## config.mk

```make
export PLATFORM = sky130hd
export DESIGN_NAME = vc_output_arbiter
export DESIGN_NICKNAME = d
export VERILOG_FILES = /design/src/rtl/noc_pkg.sv /design/src/rtl/rr_arbiter.sv /design/src/rtl/vc_output_arbiter.sv
export SDC_FILE = /design/constraint.sdc
export NUM_CORES = 1
export LEC_CHECK = 0
export CAP_MARGIN = 40
export CORE_MARGIN = 2
export CORE_UTILIZATION = 33
export CTS_BUF_LIST = sky130_fd_sc_hd__clkbuf_8
export CTS_CLUSTER_SIZE = 30
export DETAILED_ROUTE_END_ITERATION = 10
export PLACE_DENSITY = 0.8
export SYNTH_ARGS = -nofsm -noshare
export SYNTH_HDL_FRONTEND = slang
export SYNTH_SLANG_ARGS = --single-unit
```

## constraint.sdc

```tcl
create_clock -name clk -period 1.9 [get_ports clk]
set_input_delay 0.38 -clock clk [delete_from_list [all_inputs] [get_ports clk]]
set_output_delay 0.38 -clock clk [all_outputs]
set_load 0.005 [all_outputs]
```

## src/rtl/noc_pkg.sv

```systemverilog
// Flit-type encoding and arbiter FSM encoding shared by the VC output arbiter
// and its round-robin sub-block.
package noc_pkg;

  localparam int FLIT_TYPE_W = 2;

  typedef enum logic [FLIT_TYPE_W-1:0] {
    FLIT_BODY   = 2'b00,
    FLIT_HEAD   = 2'b01,
    FLIT_TAIL   = 2'b10,
    FLIT_SINGLE = 2'b11
  } flit_type_t;

  typedef logic [0:0] arb_state_t;
  localparam arb_state_t ST_IDLE   = 1'b0;
  localparam arb_state_t ST_LOCKED = 1'b1;

  function automatic flit_type_t flit_type(input logic [FLIT_TYPE_W-1:0] type_bits);
    return flit_type_t'(type_bits);
  endfunction

  function automatic logic starts_packet(input flit_type_t t);
    return (t == FLIT_HEAD) || (t == FLIT_SINGLE);
  endfunction

  function automatic logic ends_packet(input flit_type_t t);
    return (t == FLIT_TAIL) || (t == FLIT_SINGLE);
  endfunction

endpackage

```

## src/rtl/rr_arbiter.sv

```systemverilog
// Combinational round-robin pick: first asserted request at or after ptr_i,
// wrapping from N-1 back to 0. The pointer register lives in the caller.
module rr_arbiter #(
  parameter int N = 4,
  localparam int IW = (N > 1) ? $clog2(N) : 1
) (
  input  logic [N-1:0]  req_i,
  input  logic [IW-1:0] ptr_i,
  output logic [IW-1:0] grant_o,
  output logic          any_grant_o
);

  // Scan farthest-first so the closest request to the pointer is written last.
  always_comb begin
    grant_o     = '0;
    any_grant_o = 1'b0;
    for (int k = N - 1; k >= 0; k--) begin
      logic [IW-1:0] idx;
      idx = IW'((int'(ptr_i) + k) % N);
      if (req_i[idx]) begin
        grant_o     = idx;
        any_grant_o = 1'b1;
      end
    end
  end

endmodule

```

## src/rtl/vc_output_arbiter.sv

```systemverilog
// Read side of the VC buffer plane: picks a VC holding a packet head, keeps it
// for the whole packet and streams its flits through one registered output.
module vc_output_arbiter
  import noc_pkg::*;
#(
  parameter int VC         = 4,
  parameter int DATA_WIDTH = 32,
  localparam int SEL_W     = (VC > 1) ? $clog2(VC) : 1
) (
  input  logic                     clk,
  input  logic                     rst_n,
  input  logic [VC*DATA_WIDTH-1:0] doutVC,
  input  logic [VC-1:0]            emptyVC,
  output logic [VC-1:0]            rd_enVC,
  output logic [DATA_WIDTH-1:0]    data_out,
  output logic                     valid_out,
  input  logic                     ready_in,
  output logic [SEL_W-1:0]         VCPlaneSelector,
  output logic                     busy,
  output logic                     err_proto
);

  arb_state_t             state_q, state_d;
  logic [SEL_W-1:0]       grant_q, grant_d;
  logic [SEL_W-1:0]       ptr_q, ptr_d;
  logic [DATA_WIDTH-1:0]  data_q, data_d;
  logic                   valid_q, valid_d;
  logic                   err_q, err_d;

  logic [VC-1:0]          req;
  logic [VC-1:0]          bad_front;
  logic [SEL_W-1:0]       arb_grant;
  logic                   arb_any;
  logic [DATA_WIDTH-1:0]  grant_flit;
  flit_type_t             grant_type;
  logic                   slot_free;
  logic                   pop;

  // A non-empty VC whose front flit cannot open a packet is a protocol error.
  always_comb begin
    req       = '0;
    bad_front = '0;
    for (int i = 0; i < VC; i++) begin
      if (!emptyVC[i]) begin
        if (starts_packet(flit_type(doutVC[i*DATA_WIDTH + DATA_WIDTH - 1 -: FLIT_TYPE_W])))
          req[i] = 1'b1;
        else
          bad_front[i] = 1'b1;
      end
    end
  end

  rr_arbiter #(.N(VC)) u_rr (
    .req_i      (req),
    .ptr_i      (ptr_q),
    .grant_o    (arb_grant),
    .any_grant_o(arb_any)
  );

  assign grant_flit = doutVC[grant_q*DATA_WIDTH +: DATA_WIDTH];
  assign grant_type = flit_type(grant_flit[DATA_WIDTH-1 -: FLIT_TYPE_W]);
  assign slot_free  = !valid_q || ready_in;

  always_comb begin
    state_d = state_q;
    grant_d = grant_q;
    ptr_d   = ptr_q;
    data_d  = data_q;
    valid_d = valid_q;
    pop     = 1'b0;
    case (state_q)
      ST_IDLE: begin
        // A pending tail drains while the next winner is chosen.
        if (valid_q && ready_in)
          valid_d = 1'b0;
        if (arb_any) begin
          grant_d = arb_grant;
          state_d = ST_LOCKED;
        end
      end
      ST_LOCKED: begin
        pop = slot_free && !emptyVC[grant_q];
        if (pop) begin
          data_d  = grant_flit;
          valid_d = 1'b1;
          if (ends_packet(grant_type)) begin
            state_d = ST_IDLE;
            ptr_d   = (grant_q == SEL_W'(VC - 1)) ? '0 : grant_q + 1'b1;
          end
        end else if (slot_free) begin
          valid_d = 1'b0;
        end
      end
      default: state_d = ST_IDLE;
    endcase
  end

  assign err_d = err_q || ((state_q == ST_IDLE) && (|bad_front));

  always_comb begin
    rd_enVC = '0;
    for (int i = 0; i < VC; i++)
      rd_enVC[i] = pop && (grant_q == SEL_W'(i));
  end

  always_ff @(posedge clk or negedge rst_n) begin
    if (!rst_n) begin
      state_q <= ST_IDLE;
      grant_q <= '0;
      ptr_q   <= '0;
      data_q  <= '0;
      valid_q <= 1'b0;
      err_q   <= 1'b0;
    end else begin
      state_q <= state_d;
      grant_q <= grant_d;
      ptr_q   <= ptr_d;
      data_q  <= data_d;
      valid_q <= valid_d;
      err_q   <= err_d;
    end
  end

  assign data_out        = data_q;
  assign valid_out       = valid_q;
  assign VCPlaneSelector = grant_q;
  assign busy            = (state_q == ST_LOCKED);
  assign err_proto       = err_q;

endmodule
```

; Word-level counts from Yosys, hierarchy flattened
; Index checks and enable logic that the tools add are counted.
[op_classes]
shifts = 1
muxes = 44
add_sub_neg = 4
bitwise = 1
magnitude_cmp = 5
reduce_logical = 22
eq_ne = 15
[ops]
columns = cell, count
row1 = 128-bit by 8-bit indexed part select with 32-bit output, 1
row2 = 1-bit 2-to-1 mux, 32
row3 = 2-bit equality test (second input constant), 8
row4 = 2-bit by 3-bit < comparator with 1-bit output (second input constant), 5
row5 = 1-bit binary-select mux with 2-bit select, 5
row6 = 2-bit by 1-bit equality test with 1-bit output (second input constant), 5
row7 = 2-bit 2-to-1 mux, 5
row8 = 1-bit logical AND, 7
row9 = 1-bit logical OR, 7
row10 = 2-bit AND reduction, 3
row11 = 2-bit by 1-bit adder with 2-bit output (second input constant), 2
row12 = 2-bit adder (second input constant), 2
row13 = 1-bit one-hot mux with 2 select lines, 2
row14 = 4-bit OR reduction, 1
row15 = 3-bit by 1-bit != test with 1-bit output (second input constant), 1
row16 = 3-bit AND reduction, 1
row17 = 1-bit zero test, 2
row18 = 2-bit zero test, 1
row19 = 2-bit != test (second input constant), 1
row20 = 1-bit NOT, 1
[totals]
elab_cells = 98
output_inout_bits = 41
ff_bits = 39
inputBits = 135

; Depth between registers and ports, before layout
[logic_depth]
ltp_word = 12
ltp_mapped = 6
depth_no_buf = 4

; Cells and area by module
; From an unflattened synthesis, not the netlist that was laid out.
[unflattened]
hier_cells = 162
area_unflattened_um2 = 2464.9
[modules_own_cells]
columns = module, seq_area_each_um2, area_per_inst_um2, cells_each, instances
row1 = vc_output_arbiter, 975.9, 2387.3, 149, 1
row2 = rr_arbiter, 0.0, 77.6, 13, 1

; Least setup slack after synthesis
; No wires, ideal clock.
[synth_timing]
kind = register to output
start = register grant_q[1] (netlist: VCPlaneSelector[1])
end = output rd_enVC[0]
setup_slack_ns = -0.136
t_arrival_ns = 1.656
n_path_buf = 3
t_required_ns = 1.520
stages_incl_launch_ff = 7
path_cell_list = dfrtp_1 -> buf_6 -> mux4_2 -> nor3_2 -> buf_6 -> buf_6 -> and2_1
[synth_via]
elab_chain_cells = 6
word_cells_on_any_way = 7
classes_between = mux: 3 / reduce/logical: 4
[synth_rtl]
columns = item, line_no
row1 = "start, declared", vc_output_arbiter.sv:24  ; logic [SEL_W-1:0] grant_q, grant_d;
row2 = "start signal, assigned", vc_output_arbiter.sv:116  ; grant_q <= grant_d;
row3 = 1-bit binary-select mux with 2-bit select, vc_output_arbiter.sv:82  ; pop = slot_free && !emptyVC[grant_q];
row4 = 1-bit 2-to-1 mux (not written as such), vc_output_arbiter.sv:82
row5 = 1-bit zero test, vc_output_arbiter.sv:82
row6 = 1-bit logical AND, vc_output_arbiter.sv:82
row7 = 1-bit 2-to-1 mux, vc_output_arbiter.sv:71  ; case (state_q)
row8 = 1-bit logical AND *, vc_output_arbiter.sv:103  ; rd_enVC[i] = pop && (grant_q == SEL_W'(i));
row9 = "end, declared", vc_output_arbiter.sv:14  ; output logic [VC-1:0] rd_enVC,
; Mark *: on every way between the ends. The rest lies on a longest branch, timed or not. The select of a mux whose other input is x is not followed.

; Final worst setup path
[layout_timing]
start = register grant_q[1] (netlist: VCPlaneSelector[1])
end = register data_q[6] (netlist: data_out[6])
[layout_via]
elab_chain_cells = 5
word_cells_on_any_way = 6
classes_between = shift: 1 / mux: 2 / reduce/logical: 3
[layout_rtl]
columns = item, line_no
row1 = "parallel branches: the longest is 5 deep, another holds 128-bit by 8-bit indexed part select with 32-bit output", n/a
row2 = "end signal, assigned", vc_output_arbiter.sv:118  ; data_q <= data_d;
row3 = "end, declared", vc_output_arbiter.sv:26  ; logic [DATA_WIDTH-1:0] data_q, data_d;
; Parallel ways; which one is timed is not known. The select of a mux whose other input is x is not followed.
; A chain may end at the register's enable or synchronous reset.

==> parameters.txt <==
Parameter                              Value

Worst setup path
  Crit path max fanout    7
  Reg-to-reg endpoint    data_out[6]$_DFFE_PN0P_
  Kind of start point of the critical path    flip-flop
  Endpoint required time on the critical path    2080 ps
  CP Data Arrival Time    2380 ps
  Worst setup path class    reg -> reg
  Flop-to-flop setup slack    -300 ps
  RR Startpoint    VCPlaneSelector[1]$_DFFE_PN0P_
  Worst-case reg-to-reg path depth    9
  Crit path capture type    flip-flop

Floorplan
  Total core area    7610 µm²
  Initial core utilization    33.7%
  Number of top-level pins    176
  Total die area    8480 µm²
  Horiz. Die Dim    92.1 µm
  Number of core rows    32
  DIE HEIGHT    92.1 µm

Place
  Final estimated routing congestion in global placement    0.778
  Number of port buffers    175
  Dpl cell area    4460 µm²
  DP Wirelength    6190 µm

Final layout
  Multi-input logic area    1510 µm²
  Most common cell after layout, fill and taps aside    sky130_fd_sc_hd__clkdlybuf4s50_1
  Share of cells above drive strength 1    31.6%
  P&R area growth vs syn    87.7%
  Total Nets Final    502
  Antenna cell count    0
  Number of filler cells placed in the layout    610
  Area of all placed cells without fillers    4810 µm²
  Leading cell types in the layout, fill and taps excluded    165 x sky130_fd_sc_hd__clkdlybuf4s50_1, 38 x sky130_fd_sc_hd__dfrtp_1, 33 x sky130_fd_sc_hd__mux4_2, 27 x sky130_fd_sc_hd__mux2_4, 21 x sky130_fd_sc_hd__buf_4
  Register cell area after layout    977 µm²

Hold path
  Worst min-delay path category    in -> async

Clocking
  Clock buffer depth    2
  Clock tree from TritonCTS    yes
  H-tree lvl count    2
  Clock tree root buffer cell    sky130_fd_sc_hd__clkbuf_8
  Hold buffer count at cts    0
  Clock transition at the register clock pins on the worst setup and hold paths after CTS    80 ps
  Clock buffers created by TritonCTS    5
  Clock Sink Count    39
  Skew-Pair Late Insertion Delay    290 ps

Timing
  Final cycle utilization of the critical path    116%
  Final worst-path setup slack    -299 ps
  Worst Max-Slew Pin Slew    514 ps
  Layout Skew    4.13 ps
  Setup repair after global routing missed its margin    yes
  Relative slew slack    65.7%
  Final Hold Violating Endpoints    0
  Time the final worst path needs with I/O delays and setup    2200 ps
  Final Slew Violations    0
  Worst hold slack after final layout    51.6 ps
  Peak clock frequency supported by timing    455 MHz
  Final setup violation count    27

Global routing
  Number of global-route vias before repair    2,406
  Maximum number of pins on one net before global-route repair    37
  Antenna violations before repair    0
  Global-route wire length before repair    12,100 µm
  GR Overflow Total    0
  GRT Util Overall    18.5%

Synth
  Post-Syn Area    2560 µm²
  Flip-flop and latch count after synthesis    39
  Area contributors post-synth    sky130_fd_sc_hd__dfrtp_1 38%, sky130_fd_sc_hd__mux4_2 29%, sky130_fd_sc_hd__mux2_4 12%
  Cell count after synthesis    159
  Register area share after synthesis    38.1%
  Post-synth top area share    38.1%
  Per-instance average area after synthesis    16.1 µm²
  Top cell type by total area after synthesis    sky130_fd_sc_hd__dfrtp_1
  Netlist cell types    27
  Total of warnings raised by yosys    0
  Post-Synthesis Net Count    298

Drt
  Remaining antenna violation count    0
  DR pass1 iterations    4
  Final wirelength    8170 µm
  Routed wire length per instance    17.5 µm
  Routed vias/inst    4.82
  DRC violations left    0
  DR iter-0 viols    35
  Total vias in the final route    2,244

Power
  Pleak    1.97 nW
  P_sw    1.99 mW
  Power density normalized to cell area    1350 nW/µm²
  Total internal power    4.50 mW
  Share of total power in combinational logic    68.3%
  Switching share of power    30.6%
  VDD IR max    0.611 mV
  Part of the power in registers    23.5%
  Proportion of power drawn by the clock network    8.2%

Job
  Total of max-cap violations    0

Status
  Result of the run    complete, but fails checks
  Failing checks    setup timing
==> area by class of cell <==
class	instances	share of cell area, %
clock buffers	5	1.43
repair buffers	209	43.6
multi-input cells	105	31.5
flip-flops and latches	39	20.3
clock inverters	3	0.260
well taps	102	2.66
inverters	3	0.234
==> metrics by stage <==
step | setup WS, ps | TNS [ps] | std cells | total power, mW | utilization (%)
floorplan | -136 | -1760 | 159 | 3.74 | -
global placement | -667 | -18940 | 440 | 5.20 | 58.6
detailed placement | -704 | -20290 | 440 | 5.28 | 58.6
CTS | -364 | -7270 | 451 | 5.95 | 60.1
global route | -398 | -8700 | 466 | 6.88 | 63.2
finish | -299 | -5790 | 466 | 6.49 | 63.2
==> layer usage <==
metal / wire length (µm) / track usage (%) / share of wire, %
met5: 0 / 0 / 0
met4: 84 / 3.73 / 1.0
met3: 597 / 5.51 / 7.3
met2: 4500 / 34.0 / 55
met1: 2990 / 21.3 / 37
==> worst max-delay path, cell delays in order (launching register included) <==
cell	delay (ps)
sky130_fd_sc_hd__dfrtp_1	380
sky130_fd_sc_hd__mux4_2	530
sky130_fd_sc_hd__nor3_4	190
sky130_fd_sc_hd__buf_6	130
sky130_fd_sc_hd__buf_6	80
sky130_fd_sc_hd__buf_4	110
sky130_fd_sc_hd__buf_12	120
sky130_fd_sc_hd__buf_8	120
sky130_fd_sc_hd__buf_4	100
sky130_fd_sc_hd__mux2_2	310
==> cells by family (layout without fill, tap and decap cells) <==
family                     count (synthesis)  after routing  synth area share (%)
DFF                                       39             39                  38.1
and+or+nand+nor                           22             22                  5.38
AOI/OAI and AO/OA                         10             10                  2.30
buffers and inverters                     15            220                  4.55
muxes                                     69             69                  47.7
adders and majority gates                  4              4                  1.96
==> synth_stat cells, drive strengths merged <==
| library cell | count |
|---|---|
| a21oi | 3 |
| o32ai | 1 |
| o21ai | 3 |
| ha | 4 |
| mux2 | 34 |
| o22ai | 2 |
| o211ai | 1 |
| nor2b | 5 |
| nor3b | 1 |
| mux2i | 2 |
| nand2b | 4 |
| and3b | 1 |
| and2 | 5 |
| clkbuf | 3 |
| mux4 | 33 |
| nor4 | 1 |
| inv | 3 |
| nor2 | 2 |
| nand2 | 1 |
| buf | 9 |
| nor3 | 1 |
| dfrtp | 39 |
| or2 | 1 |
==> sequential cells by signal, summed over array words and instances (netlist names) <==
name             cells
VCPlaneSelector      2
busy                 1
data_out            32
err_proto            1
ptr_q                2
valid_out            1
==> worst max path at each step <==
| stage | to | slack [ps] | depth (start not counted) | startpoint |
|---|---|---|---|---|
| 6_report | data_out[6]$_DFFE_PN0P_ | -300 | 9 | VCPlaneSelector[1]$_DFFE_PN0P_ |
| 5_1_grt | data_out[6]$_DFFE_PN0P_ | -400 | 9 | VCPlaneSelector[1]$_DFFE_PN0P_ |
| 4_1_cts | rd_enVC[0] | -360 | 6 | VCPlaneSelector[1]$_DFFE_PN0P_ |
| 3_5_place_dp | rd_enVC[0] | -700 | 5 | emptyVC[3] |
| 3_3_place_gp | rd_enVC[1] | -670 | 5 | emptyVC[3] |
| 2_1_floorplan | rd_enVC[0] | -140 | 6 | VCPlaneSelector[1]$_DFFE_PN0P_ |
==> what timing repair did <==
item | 4_1_cts | 5_1_grt
setup endpoints to repair | 41 | 41
gates resized for setup | 30 | 28
hold endpoints to repair | 0 | 0
cloned | 0 | 1
buffers inserted | 10 | 14
pin swaps | 5 | 1
==> power groups by stage <==
stage / Combinational [mW] / Sequential [mW] / Clock (mW)
final: 4.43 / 1.52 / 0.532
after global routing: 4.71 / 1.58 / 0.594
after CTS: 3.88 / 1.53 / 0.546
after detailed placement: 3.75 / 1.52 / 0
after global placement: 3.69 / 1.51 / 0
after floorplan: 2.21 / 1.53 / 0
Power figures use the tool's default switching activity.
